===== config.mk =====
export PLATFORM = sky130hd
export DESIGN_NAME = bserial_negate_unit_flat
export DESIGN_NICKNAME = d
export VERILOG_FILES = /design/src/rtl/bserial_negate_unit_if.sv /design/src/rtl/bserial_negate_unit.sv /design/src/flat_wrapper.sv
export SDC_FILE = /design/constraint.sdc
export NUM_CORES = 1
export LEC_CHECK = 0
export CAP_MARGIN = 5
export CELL_PAD_IN_SITES_DETAIL_PLACEMENT = 1
export CELL_PAD_IN_SITES_GLOBAL_PLACEMENT = 1
export CORE_MARGIN = 2
export CORE_UTILIZATION = 35
export CTS_BUF_LIST = sky130_fd_sc_hd__clkbuf_8
export DETAILED_ROUTE_END_ITERATION = 10
export GPL_TIMING_DRIVEN = 0
export PLACE_DENSITY = 0.83
export SLEW_MARGIN = 10
export SYNTH_ARGS = -nofsm -noshare
export SYNTH_HDL_FRONTEND = slang
export SYNTH_SLANG_ARGS = --single-unit

===== constraint.sdc =====
create_clock -name clk -period 3.09 [get_ports clk]
set_clock_uncertainty 0.15 [all_clocks]
set_input_delay 0.309 -clock clk [delete_from_list [all_inputs] [get_ports clk]]
set_output_delay 0.309 -clock clk [all_outputs]
set_load 0.01 [all_outputs]

===== src/rtl/bserial_negate_unit_if.sv =====
// Operand/result handshake bundle for the byte-serial NOT/negate unit.
interface bserial_negate_unit_if #(
  parameter int unsigned WIDTH = 32
);
  logic             in_valid;
  logic             in_ready;
  logic             op;
  logic [WIDTH-1:0] a;
  logic             out_valid;
  logic             out_ready;
  logic [WIDTH-1:0] z;
  logic             zero;
  logic             ovf;

  modport master (
    output in_valid, op, a, out_ready,
    input  in_ready, out_valid, z, zero, ovf
  );

  modport slave (
    input  in_valid, op, a, out_ready,
    output in_ready, out_valid, z, zero, ovf
  );
endinterface


===== src/rtl/bserial_negate_unit.sv =====
// Byte-serial WIDTH-bit inverter/negator: one 8-bit NOT slice per cycle with a
// chained +1 carry, so op=1 yields the two's complement of the latched operand.
module bserial_negate_unit #(
  parameter int unsigned WIDTH = 32
) (
  input logic                  clk,
  input logic                  rst_n,
  bserial_negate_unit_if.slave bus
);

  localparam int unsigned NBYTES = WIDTH / 8;
  localparam int unsigned CNTW   = $clog2(NBYTES + 1);
  // cnt reaching NBYTES marks the extra RUN cycle that settles zero from the full z.
  localparam logic [CNTW-1:0] LAST_CNT = CNTW'(NBYTES);
  localparam logic [WIDTH-1:0] MIN_NEG = {1'b1, {(WIDTH - 1){1'b0}}};

  typedef enum logic [1:0] {StIdle, StRun, StDone} state_e;

  state_e           state_q, state_d;
  logic [WIDTH-1:0] a_q;
  logic [WIDTH-1:0] z_q;
  logic [CNTW-1:0]  cnt_q;
  logic             carry_q;
  logic             zero_q;
  logic             ovf_q;
  logic [7:0]       byte_res;
  logic             carry_next;
  logic             accept;

  assign accept     = (state_q == StIdle) && bus.in_valid;
  // Low operand byte is always a_q[7:0]; a_q shifts right as bytes retire.
  assign byte_res   = ~a_q[7:0] + {7'b0, carry_q};
  assign carry_next = carry_q & (a_q[7:0] == 8'h00);

  // State register.
  always_ff @(posedge clk or negedge rst_n) begin
    if (!rst_n) state_q <= StIdle;
    else        state_q <= state_d;
  end

  // Next-state: accept in IDLE, walk the bytes in RUN, wait for the consumer in DONE.
  always_comb begin
    state_d = state_q;
    case (state_q)
      StIdle:  if (bus.in_valid) state_d = StRun;
      StRun:   if (cnt_q == LAST_CNT) state_d = StDone;
      StDone:  if (bus.out_ready) state_d = StIdle;
      default: state_d = StIdle;
    endcase
  end

  // Datapath: latch on accept, then build z low byte first by shifting in from the top.
  always_ff @(posedge clk or negedge rst_n) begin
    if (!rst_n) begin
      a_q     <= '0;
      z_q     <= '0;
      cnt_q   <= '0;
      carry_q <= 1'b0;
      zero_q  <= 1'b0;
      ovf_q   <= 1'b0;
    end else if (accept) begin
      a_q     <= bus.a;
      carry_q <= bus.op;
      cnt_q   <= '0;
      ovf_q   <= bus.op & (bus.a == MIN_NEG);
    end else if (state_q == StRun) begin
      if (cnt_q != LAST_CNT) begin
        z_q     <= {byte_res, z_q[WIDTH-1:8]};
        a_q     <= {8'h00, a_q[WIDTH-1:8]};
        carry_q <= carry_next;
        cnt_q   <= cnt_q + CNTW'(1);
      end else begin
        zero_q  <= (z_q == '0);
      end
    end
  end

  // Outputs: handshake flags decoded from state, result straight from registers.
  always_comb begin
    bus.in_ready  = (state_q == StIdle);
    bus.out_valid = (state_q == StDone);
    bus.z         = z_q;
    bus.zero      = zero_q;
    bus.ovf       = ovf_q;
  end

endmodule


===== src/flat_wrapper.sv =====
// flat-port wrapper written by rule: the top's interface ports become plain ports
module bserial_negate_unit_flat 
#(
  parameter int unsigned WIDTH = 32
)
  (clk, rst_n, bus_in_valid, bus_op, bus_a, bus_out_ready, bus_in_ready, bus_out_valid, bus_z, bus_zero, bus_ovf);
  bserial_negate_unit_if #(.WIDTH(WIDTH)) bus_i ();
  input logic clk;
  input logic rst_n;
  input wire logic [$bits(bus_i.in_valid)-1:0] bus_in_valid;
  input wire logic [$bits(bus_i.op)-1:0] bus_op;
  input wire logic [$bits(bus_i.a)-1:0] bus_a;
  input wire logic [$bits(bus_i.out_ready)-1:0] bus_out_ready;
  output wire logic [$bits(bus_i.in_ready)-1:0] bus_in_ready;
  output wire logic [$bits(bus_i.out_valid)-1:0] bus_out_valid;
  output wire logic [$bits(bus_i.z)-1:0] bus_z;
  output wire logic [$bits(bus_i.zero)-1:0] bus_zero;
  output wire logic [$bits(bus_i.ovf)-1:0] bus_ovf;
  assign bus_i.in_valid = bus_in_valid;
  assign bus_i.op = bus_op;
  assign bus_i.a = bus_a;
  assign bus_i.out_ready = bus_out_ready;
  assign bus_in_ready = bus_i.in_ready;
  assign bus_out_valid = bus_i.out_valid;
  assign bus_z = bus_i.z;
  assign bus_zero = bus_i.zero;
  assign bus_ovf = bus_i.ovf;
  bserial_negate_unit #(.WIDTH(WIDTH)) u_core (.clk(clk), .rst_n(rst_n), .bus(bus_i));
endmodule

# After elaboration in Yosys (flattened, before gate mapping)
# Cells that the tools add are included.
dict set report totals {
  wordCells 45
  ff_bits 72
  out_inout_bits 36
}
dict set report op_classes {
  addsub 2
  reduce_logical 10
  eq_ne 8
  n_bitwise 5
  muxes 13
}
# op n
set op_table {}
lappend op_table {{32-bit two-way mux} 3}
lappend op_table {{32-bit == test, second input constant} 1}
lappend op_table {{32-bit logical NOT} 1}
lappend op_table {{3-bit two-way mux} 3}
lappend op_table {{3-bit AND reduction} 3}
lappend op_table {{8-bit by 1-bit adder with 8-bit output} 1}
lappend op_table {{8-bit logical NOT} 1}
lappend op_table {{8-bit inverter} 1}
lappend op_table {{2-bit two-way mux} 3}
lappend op_table {{2-bit one-hot mux with 3 select lines} 1}
lappend op_table {{2-bit inequality test, second input constant} 2}
lappend op_table {{2-bit nonzero test} 2}
lappend op_table {{3-bit by 1-bit adder with 3-bit output, second input constant} 1}
lappend op_table {{3-bit == test, second input constant} 1}
lappend op_table {{1-bit two-way mux} 3}
lappend op_table {{3-bit inequality test, second input constant} 1}
lappend op_table {{1-bit AND} 2}
lappend op_table {{2-bit by 1-bit == test with 1-bit output, second input constant} 1}
lappend op_table {{2-bit == test, second input constant} 1}
lappend op_table {{2-bit logical NOT} 1}
lappend op_table {{2-bit by 1-bit inequality test with 1-bit output, second input constant} 1}
lappend op_table {{1-bit inverter} 2}
lappend op_table {{2-bit AND reduction} 1}
lappend op_table {{1-bit logical AND} 1}

# Depth between registers and ports, before layout
# Gate-level depths: netlist (run 1).
dict set report logic_depth {
  depth_word 5
  mapped_depth 7
  mapped_depth_nobuf 6
}

# Worst setup path after synthesis (run 1)
# No wires, ideal clock.
dict set report synth_path {
  path_type {reg2reg}
  from {register u_core.cnt_q[0]}
  to {register u_core.z_q[10], in the netlist u_core.bus.z[10]}
  slack_ps 1242
  setup_time_ps 125
  path_stages_with_launch 8
  t_required_ps 2815
  arrival_time_ps 1574
  period_less_slack_ps 1848
  cell_sequence {dfrtp_1 -> inv_1 -> ha_1 -> and2_1 -> buf_2 -> nor2_4 -> buf_4 -> mux2_2}
}
dict set report synth_between {
  elab_chain_cells 2
}
# element line_no
set synth_rtl {}
lappend synth_rtl {{from (decl)} bserial_negate_unit.sv:22} ;# logic [CNTW-1:0] cnt_q;
lappend synth_rtl {{from (signal assigned)} bserial_negate_unit.sv:71} ;# cnt_q <= cnt_q + CNTW'(1);
lappend synth_rtl {{3-bit inequality test} bserial_negate_unit.sv:67} ;# if (cnt_q != LAST_CNT) begin
lappend synth_rtl {{3-bit AND reduction (no line)} --}
lappend synth_rtl {{to (signal assigned)} bserial_negate_unit.sv:68} ;# z_q <= {byte_res, z_q[WIDTH-1:8]};
lappend synth_rtl {{to (decl)} bserial_negate_unit.sv:21} ;# logic [WIDTH-1:0] z_q;
# Every way passes these cells.
# A chain may end at the register's enable or synchronous reset.

# Worst setup path after layout (run 1)
dict set report layout_path {
  from {register u_core.cnt_q[0]}
  to {register u_core.z_q[11], in the netlist u_core.bus.z[11]}
}
# The elaborated chain is that of the path after synthesis.

==> summary.md, run 1 <==
| Metric | Value |
|---|---|
| Area after DPL | `about 4100 um^2` |
| Worst slew pin tran | `0.513 ns` |
| Setup crit start | `u_core.cnt_q[0]` |
| Port buffer count | `72` |
| Reg2reg start | `u_core.cnt_q[0]` |
| Nets | `400` |
| Die ar. | `slightly above 10,000 um^2` |
| VDD IR max | `~340 uV` |
| Hold WC Path Type | `in2async` |
| Ys flop type | `dfrtp_1` |
| Simple-gate share of the synthesized area | `roughly 12%` |
| Crit path capture | `u_core.bus.z[11]` |
| Reg2Reg Depth | `7` |
| Total congestion overflow | `0` |
| Clk Latency, worst-skew pair | `0.35 ns` |
| Startpoint types | `register` |
| Detail Route Antenna Nets | `0` |
| Vias in the first global route | `roughly 3,000` |
| F_max | `around 470 MHz` |
| Vias/cell | `around 5.6` |
| WHS | `between 0.3 and 0.4 ns` |
| Slew Viols, Final | `0` |
| Min Tclk post-route | `between 2 and 2.5 ns` |
| Synth Area in Adders | `1.54%` |
| CP cell instances | `inv_1, ha_1, and2_1, buf_2, nor2_4, buf_4, mux2_2` |
| Post-Synth XOR/XNOR Area | `less than 1%` |
| Area fraction in compound gates after synthesis | `between 10% and 20%` |
| Ys async rst share | `100%` |
| Sequential-to-total area share from yosys stat | `55.5%` |
| Core Region | `slightly above 9000 um^2` |
| Pwr per Cell Area | `between 1000 and 1500 nW/um^2` |
| P&R area growth vs syn | `32.6%` |
| Post-route cell area | `roughly 4300 um^2` |
| DRT iter0 DRCs | `89` |
| GPL Wtd Cong | `a little over 0.8` |
| Leak pwr | `between 1.5 and 2 nW` |
| Multiplexer area fraction after synthesis | `under 10%` |
| Rows | `35` |
| Largest family of logic cells by synthesized area | `compound AO/OA/AOI/OAI gates` |
| Fin crit share | `about two thirds` |
| CTS sink cnt | `a little over 70` |
| Initial core utilization | `a little over a third` |
| First-pass GRT wire length | `15,100 um` |
| Routed wire per std cell | `18.9 um` |
| Cells after synthesis | `between 200 and 300` |
| DR DRC count | `0` |
| Crit-path max cell delay | `around 0.36 ns` |
| N_diodes | `0` |
| Max-Cap Viols | `0` |
| Most common cell after layout, fill and taps aside | `dfrtp_1` |
| RSZ-0062 raised after global routing | `no` |
| Share of cells above drive strength 1 | `between 10% and 20%` |
| Outcome | `completed` |
| Clk buf depth | `2` |
| Detailed placer's ending HPWL | `about 6900 um` |
| Yosys reg bits | `72` |
| DR pass1 iterations | `4` |
| Crit. End Element | `register` |
| Crit path DAT | `about 2.2 ns` |
| Die height | `100 um` |
| CTS root buffer | `clkbuf_8` |
| Critical path required time | `about 3.2 ns` |
| Htree depth | `3` |
| # hold bufs at CTS | `1` |
| Setup Buffers After CTS | `0` |
| Yosys warnings | `0` |
| Clock buffer count from CTS | `9` |
| CP Class | `reg2reg` |
| Final setup margin | `between 0.9 and 1 ns` |
| Most frequent cells in the layout | `dfrtp_1 (72), clkdlybuf4s50_1 (71), mux2_2 (26)` |
| IO Count | `73` |
| Inst Count DP | `~460` |
| CTS tree | `yes` |
| Die Width | `~100 um` |
| Total Power | `around 4.7 mW` |
| Synthesized net count | `approximately 320` |
| Total Routing Usage GR | `approximately 19%` |
| PostCTS Resize Cnt | `0` |
| Synthesized cell area | `approximately 3200 um^2` |
| Final setup fails | `0` |
| # fillers | `between 900 and 1,000` |
| Via Count | `2,669` |
| Initial antenna violation count | `0` |
| Worst-path clk slew | `about 0.08 ns` |
| Count of cell types in the netlist | `38` |
| R2r setup slk | `approximately 0.98 ns` |
| Post-place setup slack | `between 0.9 and 1 ns` |
| Critical Path Fanout Max | `10` |
| Largest net degree at the start of global routing | `38` |
| Post-Layout Cell Count | `between 400 and 500` |
| CP max stage cell | `dfrtp_1` |
| Endpoints failing hold | `0` |
| Slew Limit Headroom | `about 66%` |
| Wirelength, routed | `8970 um` |
| Count of flip-flops with a built-in enable after synthesis | `0` |
| Synthesized area per cell | `11.9 um^2` |
| Critical register-to-register path endpoint | `u_core.bus.z[11]` |
==> final cells by class <==
| type | instances | area [um^2] | share of cell area, % |
|---|---|---|---|
| Clock buffer | 9 | 124 | 2.88 |
| Sequential cell | 72 | 1800 | 41.8 |
| Multi-Input combinational cell | 176 | 1320 | 30.6 |
| Clock inverter | 7 | 48.8 | 1.13 |
| Inverter | 8 | 30.0 | 0.697 |
| Timing Repair Buffer | 74 | 748 | 17.4 |
| Tap cell | 111 | 139 | 3.22 |
| Buffer | 18 | 97.6 | 2.27 |
==> per-layer routing <==
layer,wire length [um],track usage [%],vias up
li1,-,-,1212
met1,3860,23.3,1357
met2,4570,34.6,85
met3,379,2.86,15
met4,153,7.06,0
met5,0,0,-
==> cell families (layout without fill, tap and decap cells) <==
kind of cell,count (synthesis),after routing
AO/OA/AOI/OAI,74,74
XOR/XNOR,3,3
adder cells (fa/ha/maj),4,4
buffers and inverters,26,116
flip-flops,72,72
multiplexers,26,26
AND/OR/NAND/NOR,69,69
==> power by group <==
part	total [mW]	switching (mW)	internal, mW
Combinational	2.24	1.03	1.21
Clock	0.657	0.367	0.290
Sequential	1.83	0.428	1.40
Total	4.73	1.83	2.90
==> worst min-delay path by stage <==
stage,endpoint,slack [ns],from,depth (start not counted)
floorplan,u_core.a_q[0],-0.14,rst_n,0
finish,u_core.bus.z[8],0.32,rst_n,2
global route,u_core.a_q[15],0.37,u_core.a_q[15],1
global placement,u_core.a_q[13],0.32,u_core.a_q[13],1
detailed placement,u_core.bus.z[2],0.15,rst_n,1
CTS,u_core.bus.z[10],0.33,rst_n,2
==> registers in the layout (all words and copies together), names as in the netlist <==
name             count
u_core.a_q          32
u_core.bus.ovf       1
u_core.carry_q       1
u_core.state_q       2
u_core.bus.zero      1
u_core.bus.z        32
u_core.cnt_q         3
==> critical path, delay by kind of cell (launching register included) <==
kind / cells / cell delay [ns]
adders and majority gates: 1 / 0.22
buffers and inverters: 3 / 0.49
DFF: 1 / 0.36
muxes: 1 / 0.35
and+or+nand+nor: 2 / 0.41
==> metrics by stage <==
step                setup TNS [ns]  utilization [%]
global placement            -61.28             45.1
detailed placement               0             45.3
CTS                              0             47.3
global route                     0             47.3
floorplan                        0                -
finish                           0             47.3
==> synthesized netlist by cell type (3+ instances only) <==
master	instances	area share, %
and2_1	9	1.7
nor2_1	10	1.2
nand2_1	5	0.58
a31oi_1	8	1.5
buf_4	3	0.69
a221o_1	8	2.5
o31ai_1	5	1.2
o21a_1	8	1.8
mux2_2	26	9.0
nand3_1	11	1.7
dfrtp_1	72	55
inv_1	7	0.81
clkbuf_1	5	0.58
o32a_1	8	2.5
ha_1	4	1.5
nor4_1	18	3.5
nand4_1	3	0.58
o21ai_0	20	3.1
buf_2	9	1.4
a22o_1	10	2.7
No activity file was read; power rests on OpenSTA's default activity.
==> inputs of run 2 (changes only) <==
- PLACE_DENSITY: 0.83 -> 0.86
- clock period: 3.09 -> 1.8 ns (I/O delays scaled with it)
==> run 2 against run 1 <==
The run now ends with setup timing left. Utilization grew 2.9 points. Via count rose by 2.0%. Fmax grew 14%. Count of clock-buffer cells in the layout unchanged. Clock power increased by 110%. Cell count is 2.1% higher. Largest power group unchanged.
==> summary.md, run 2 (synthesis results as in run 1) <==
| Metric | Value |
|---|---|
| Violated checks | `setup timing` |
| Clk buf depth | `2` |
| Fin crit share | `103%` |
| Core Region | `between 9000 and 10,000 um^2` |
| CTS root buffer | `clkbuf_8` |
| Worst slew pin tran | `between 0.4 and 0.5 ns` |
| Worst-path clk slew | `about 0.07 ns` |
| DR DRC count | `0` |
| Routed wire per std cell | `between 15 and 20 um` |
| Total congestion overflow | `0` |
| Total Power | `about 9.0 mW` |
| Critical register-to-register path endpoint | `u_core.bus.z[29]` |
| P&R area growth vs syn | `40.7%` |
| Min Tclk post-route | `1.85 ns` |
| Area occupied by registers | `roughly 1800 um^2` |
| Detailed placer's ending HPWL | `about 6700 um` |
| Wirelength, routed | `slightly above 9000 um` |
| Inst Count DP | `about 460` |
| Final setup margin | `-0.0477 ns` |
| Rows | `35` |
| Leak pwr | `around 1.9 nW` |
| Crit path DAT | `approximately 1.9 ns` |
| Crit. End Element | `register` |
| Clk Latency, worst-skew pair | `between 0.3 and 0.4 ns` |
| DR pass1 iterations | `4` |
| Htree depth | `3` |
| CTS sink cnt | `72` |
| Nets | `just over 400` |
| Vias/cell | `approximately 5.6` |
| Initial core utilization | `a little over a third` |
| Reg2reg start | `u_core.a_q[0]` |
| R2r setup slk | `-0.05 ns` |
| Util after Layout | `50.2%` |
| Slew Viols, Final | `0` |
| DRT iter0 DRCs | `roughly 120` |
| Share of cells above drive strength 1 | `between 20% and 30%` |
| Pwr per Cell Area | `1970 nW/um^2` |
| Total Routing Usage GR | `between 20 and 25%` |
| Max-Cap Viols | `0` |
| Outcome | `complete, but fails checks` |
| Die Width | `about 100 um` |
| Reg2Reg Depth | `6` |
| RSZ-0062 raised after global routing | `yes` |
| VDD IR max | `612 uV` |
| Post-place setup slack | `-0.245 ns` |
| IO Count | `73` |
| Slew Limit Headroom | `roughly 68%` |
| CP cell instances | `inv_1, ha_2, or3b_1, buf_2, nor4_1, o31ai_2` |
| CTS tree | `yes` |
| Hold WC Path Type | `in2async` |
| CP Class | `reg2reg` |
| # fillers | `a little under 1,000` |
| First-pass GRT wire length | `~15,000 um` |
| Die ar. | `roughly 10,000 um^2` |
| Vias in the first global route | `2,946` |
| WHS | `between 0.15 and 0.2 ns` |
| Endpoints failing hold | `0` |
| Crit-path max cell delay | `about 0.40 ns` |
| Port buffer count | `between 70 and 80` |
| N_diodes | `0` |
| Die height | `about 100 um` |
| Clock buffer count from CTS | `9` |
| Final setup fails | `2` |
| F_max | `about 540 MHz` |
| Largest net degree at the start of global routing | `38` |
| GPL Wtd Cong | `0.860` |
| Via Count | `about 2,700` |
| Initial antenna violation count | `0` |
| Critical Path Fanout Max | `5` |
| Startpoint types | `register` |
| Multi-input gate area | `about 1400 um^2` |
| Most common cell after layout, fill and taps aside | `dfrtp_1` |
| Post-Layout Cell Count | `just under 500` |
| Detail Route Antenna Nets | `0` |
| Critical path required time | `1.87 ns` |
| CP max stage cell | `dfrtp_1` |
| Most frequent cells in the layout | `dfrtp_1 (70), clkdlybuf4s50_1 (69), mux2_2 (24)` |
==> run 2: power by group <==
part | internal, mW | switching, mW | total, mW
sequential | 2.41 | 0.748 | 3.16
combinational | 2.52 | 1.94 | 4.46
clock | 0.767 | 0.605 | 1.37
total | 5.70 | 3.29 | 8.99
==> run 2: worst max-delay path: cells and delay by family (launching register included) <==
family | cells | cell delay [ns]
simple gates | 2 | 0.66
flops | 1 | 0.40
buf+inv | 2 | 0.23
fa+ha+maj | 1 | 0.17
compound gates | 1 | 0.11
==> run 2: per-stage QoR <==
step	setup TNS [ns]	cell area (um^2)
final	-0.0653	4570
after global routing	-0.221	4570
after CTS	-0.00137	4510
after detailed placement	-7.52	4140
after global placement	-146.74	4120
after floorplan	0	3260
==> run 2: worst max path at each step <==
stage / end / slack (ns) / from
after global routing: u_core.bus.z[29] / -0.13 / u_core.a_q[0]
after global placement: u_core.a_q[30] / -1.98 / rst_n
after detailed placement: u_core.carry_q / -0.24 / bus_in_valid
after floorplan: u_core.bus.z[10] / 0.01 / u_core.cnt_q[0]
after CTS: u_core.carry_q / -0.001 / u_core.state_q[1]
final: u_core.bus.z[29] / -0.05 / u_core.a_q[0]
==> run 2: area by class of cell <==
| class | instances | area share, % |
|---|---|---|
| buffer | 17 | 2.98 |
| tap | 111 | 3.04 |
| multi-input combinational | 176 | 30.4 |
| inverter | 8 | 0.657 |
| sequential | 72 | 39.5 |
| clock buffer | 9 | 2.71 |
| clock inverter | 6 | 1.86 |
| timing repair buffer | 86 | 18.9 |
==> run 2: per-layer routing <==
| metal | routed length [um] | GRT usage [%] |
|---|---|---|
| met1 | 3900 | 23.9 |
| met2 | 4900 | 36.1 |
| met3 | 424 | 3.34 |
| met4 | 126 | 7.38 |
| met5 | 0 | 0 |
==> run 2: timing repair <==
item                                    4_1_cts  5_1_grt
resized for setup                            16       26
hold endpoints to repair                     36        0
cloned                                        2        0
setup buffers                                 7        4
hold buffers                                  1        0
pin swaps                                     1        3
endpoints found under the setup margin       61       42
